**config.mk**
```make
export PLATFORM = sky130hd
export DESIGN_NAME = pwm_decoder
export DESIGN_NICKNAME = d
export VERILOG_FILES = /design/src/rtl/pwm_decoder.sv
export SDC_FILE = /design/constraint.sdc
export NUM_CORES = 1
export LEC_CHECK = 0
export CAP_MARGIN = 5
export CORE_ASPECT_RATIO = 2
export CORE_MARGIN = 2
export CORE_UTILIZATION = 50
export DETAILED_ROUTE_END_ITERATION = 8
export MAX_ROUTING_LAYER = met4
export PLACE_DENSITY_LB_ADDON = 0.08
export SLEW_MARGIN = 20
export SYNTH_ARGS = -nofsm -noshare
export SYNTH_HDL_FRONTEND = slang
export SYNTH_SLANG_ARGS = --single-unit
```
**constraint.sdc**
```tcl
create_clock -name clk -period 4.2 [get_ports clk]
set_clock_uncertainty 0.1 [all_clocks]
set_input_delay 0.84 -clock clk [delete_from_list [all_inputs] [get_ports clk]]
set_output_delay 0.84 -clock clk [all_outputs]
set_load 0.01 [all_outputs]
```
**src/rtl/pwm_decoder.sv**
```systemverilog
// PWM reader: measures period and high time (in clk cycles) between rising samples,
// strobes valid per period and timeout on a stuck input. Define PWM_DECODER_SYNC_EN to add a 2-flop input synchronizer.
module pwm_decoder #(
   parameter int WIDTH      = 8,
   parameter int MAX_PERIOD = (1 << WIDTH) - 1
) (
   input  logic             clk,
   input  logic             reset,
   input  logic             enable,
   input  logic             pwm_in,
   output logic [WIDTH-1:0] period,
   output logic [WIDTH-1:0] high_time,
   output logic             valid,
   output logic             timeout,
   output logic             stuck_level
);

   localparam logic [WIDTH-1:0] MAXP = WIDTH'(MAX_PERIOD);

   typedef enum logic {IDLE, MEASURE} state_t;

   state_t           state, state_d;
   logic             s, s_q, rise, at_limit;
   logic [WIDTH-1:0] per_cnt, per_d, hi_cnt, hi_d, period_d, high_d;
   logic             valid_d, timeout_d, stuck_d;

`ifdef PWM_DECODER_SYNC_EN
   logic [1:0] sync_q;

   always_ff @(posedge clk) begin
      if (reset) sync_q <= '0;
      else       sync_q <= {sync_q[0], pwm_in};
   end

   assign s = sync_q[1];
`else
   assign s = pwm_in;
`endif

   assign rise     = s & ~s_q;
   assign at_limit = (per_cnt == MAXP);

   always_comb begin
      state_d   = state;
      per_d     = per_cnt;
      hi_d      = hi_cnt;
      period_d  = period;
      high_d    = high_time;
      valid_d   = 1'b0;
      timeout_d = 1'b0;
      stuck_d   = stuck_level;
      if (!enable) begin
         state_d = IDLE;
         per_d   = '0;
         hi_d    = '0;
      end else if (rise) begin
         // A rise always wins over a coincident timeout
         state_d = MEASURE;
         per_d   = WIDTH'(1);
         hi_d    = WIDTH'(1);
         if (state == MEASURE) begin
            period_d = per_cnt;
            high_d   = hi_cnt;
            valid_d  = 1'b1;
         end
      end else if (at_limit) begin
         state_d   = IDLE;
         per_d     = '0;
         hi_d      = '0;
         timeout_d = 1'b1;
         stuck_d   = s;
      end else begin
         per_d = per_cnt + 1'b1;
         case (state)
            IDLE:    hi_d = hi_cnt;
            MEASURE: if (s) hi_d = hi_cnt + 1'b1;
            default: state_d = IDLE;
         endcase
      end
   end

   always_ff @(posedge clk) begin
      if (reset) begin
         state       <= IDLE;
         per_cnt     <= '0;
         hi_cnt      <= '0;
         period      <= '0;
         high_time   <= '0;
         valid       <= 1'b0;
         timeout     <= 1'b0;
         stuck_level <= 1'b0;
         s_q         <= 1'b0;
      end else begin
         state       <= state_d;
         per_cnt     <= per_d;
         hi_cnt      <= hi_d;
         period      <= period_d;
         high_time   <= high_d;
         valid       <= valid_d;
         timeout     <= timeout_d;
         stuck_level <= stuck_d;
         s_q         <= s;
      end
   end

endmodule

```
==> impl_metrics.toml <==
[clock_tree]
hold_buffers = 0
cts_max_level = 2
cts_tree = "built"
cts_root_buffer = "clkbuf_8"
clock_latency_ps = 290
cts.repair.resized = 0
numCtsBuffers = 5
post_cts_buffers = 0
cts_num_sinks = 37
clkTransAtPathRegs_ps = 70
cts.path.max_buffers = 2

[synthesis]
avgSynthCellArea_um2 = 8.76
synthTopCellsByArea = "dfxtp_1 50%, nand2_1 9.3%, a21oi_1 7.7%"
mappedNetlistNets = 176
synth-seq-area-share = 0.497
synthFlopType = "dfxtp_1"
yosysWarnings = 0
synthArstFlopShare = 0
synth_top_area_frac = 0.497
netlist_top_cells_count = "37 x dfxtp_1, 37 x nand2_1, 23 x a21oi_1"
synthCells = 170
synth-seq-cells = 37
synth_edf_count = 0
yosysTopAreaCell = "dfxtp_1"
synth_area_um2 = 1490
synth_cell_type_count = 38

[timing]
max_freq_mhz = 373
finalCritPeriodShare = 0.639
final-hold-violation-count = 0
period_needed_ps = 2680
setup_tns_ps = 0
slew_viol_final = 0
setup_viol = 0
worst_slew_pin_slew_ps = 722
rsz0062_at_grt = "no"
slew_headroom = 0.517

[detailed_routing]
drt_iter0_markers = 42
ant_nets = 0
vias_per_cell = 5.76
vias = 1273
drt-pass1-iter-count = 4
drc_errors = 0
drt-total-wl_um = 3200
wire_per_inst_um = 14.5

[floorplanning]
core-area_um2 = 2910
die_w_um = 42.6
start_util = 0.512
die_area_um2 = 3460
pin_count = 23
rows = 28
die_y_um = 81.2

[critical_path]
critical_path_class = "in2reg"
cp_data_arrival_time_ps = 2780
path_max_fanout = 20
critPathLaunchType = "input port"
cp.required_ps = 4290
worstSetupEndpointType = "flip-flop"
r2r_slack_ps = 2130
r2r-end = "hi_cnt[2]"
reg2reg_from = "per_cnt[0]"
worstRegToRegCells = 4

[finish]
drive_gt1_frac = 0.0733
final_core_util = 0.627
nets = 196
areaGrowthSynthToFinish_pct = 22.4
fill_cells = 247
diodes = 0

[global_route]
grt-ovfl-total = 0
track_usage = 0.210
grt_pass1_wl_um = 5350
grt_start_max_net_pins = 21
antenna_found_initial = 0
grt_pass1_vias = 1209

[power]
leakage_nw = 0.573
vdd_drop_max_uv = 330
p_per_area_nw_per_um2 = 381

[worst_hold_path]
whs_path_depth = 2
hp-class = "reg2reg"
min_to = "period[2]"
min-delay-start = "period[2]"

[place]
gp_congestion = 0.798
io_buffers = 22
hpwl_um = 2310

[flow_run]
maxCapViolCount = 0

[run_status]
outcome = "finished clean"
==> registers in the layout, summed over array words and instances (netlist names) <==
| name | flops |
|---|---|
| stuck_level | 1 |
| valid | 1 |
| per_cnt | 8 |
| state | 1 |
| timeout | 1 |
| high_time | 8 |
| period | 8 |
| hi_cnt | 8 |
| s_q | 1 |
==> placed cells by master (no fill, tap or decap), types with 3 or more instances in the layout <==
cell and count:
nand3_1 5, nand4_1 4, or3_1 4, clkbuf_8 6, nor3_1 4, clkdlybuf4s50_1 22
xor2_1 3, nand2_1 37, a211oi_1 4, dfxtp_1 37, nor2_1 4, o21ai_0 7
a21oi_1 23
==> area by class of cell <==
class | instances | area, um2 | share of cell area
clock buffer | 6 | 82.6 | 0.0453
clock inverter | 2 | 37.5 | 0.0206
inverter | 2 | 7.51 | 0.00412
multi-input combinational | 122 | 696 | 0.382
sequential | 37 | 741 | 0.407
tap | 30 | 37.5 | 0.0206
timing repair buffer | 22 | 220 | 0.121
==> how the worst max path moves through the flow <==
| stage | from | end | slack (ps) | depth (start not counted) |
|---|---|---|---|---|
| detailed placement | reset | hi_cnt[6] | 1260 | 4 |
| floorplan | pwm_in | stuck_level | 2190 | 4 |
| finish | reset | hi_cnt[4] | 1520 | 4 |
| CTS | reset | hi_cnt[4] | 1550 | 4 |
| global route | reset | hi_cnt[3] | 1330 | 4 |
| global placement | reset | per_cnt[3] | 1330 | 4 |
==> report_power, final <==
group          total, mW  switching (mW)  internal [mW]
registers          0.357         0.00398          0.353
clock network      0.319           0.126          0.193
logic             0.0186          0.0115        0.00704
==> metal layers <==
metal  share of wire  track usage  up-vias
li1                -            -      635
met1            0.38        0.213      605
met2            0.56        0.368       25
met3           0.033       0.0511        8
met4           0.022        0.103        0
met5               0            -        -
==> kinds of logic after synthesis <==
family / share of synthesized area
AO/OA/AOI/OAI: 0.160
XOR/XNOR: 0.0235
adder cells (fa/ha/maj): 0.0168
buffers and inverters: 0.0353
flip-flops: 0.497
multiplexers: 0.0143
AND/OR/NAND/NOR: 0.253
==> through the flow <==
stage | worst slack [ps] | power [mW] | std cells | hold WS, ps | area (um2)
after CTS | 1550 | 0.700 | 221 | 358 | 1820
after global placement | 1330 | 0.383 | 213 | 346 | 1700
final | 1520 | 0.694 | 221 | 353 | 1820
after detailed placement | 1260 | 0.384 | 213 | 348 | 1700
after floorplan | 2190 | 0.378 | 170 | 345 | 1490
after global routing | 1330 | 0.716 | 221 | 376 | 1820
==> worst max-delay path: stages <==
cell,delay [ps]
clkdlybuf4s50_1,770
nand2b_1,360
nand2b_1,440
a211oi_1,360
Power figures use the tool's default switching activity.
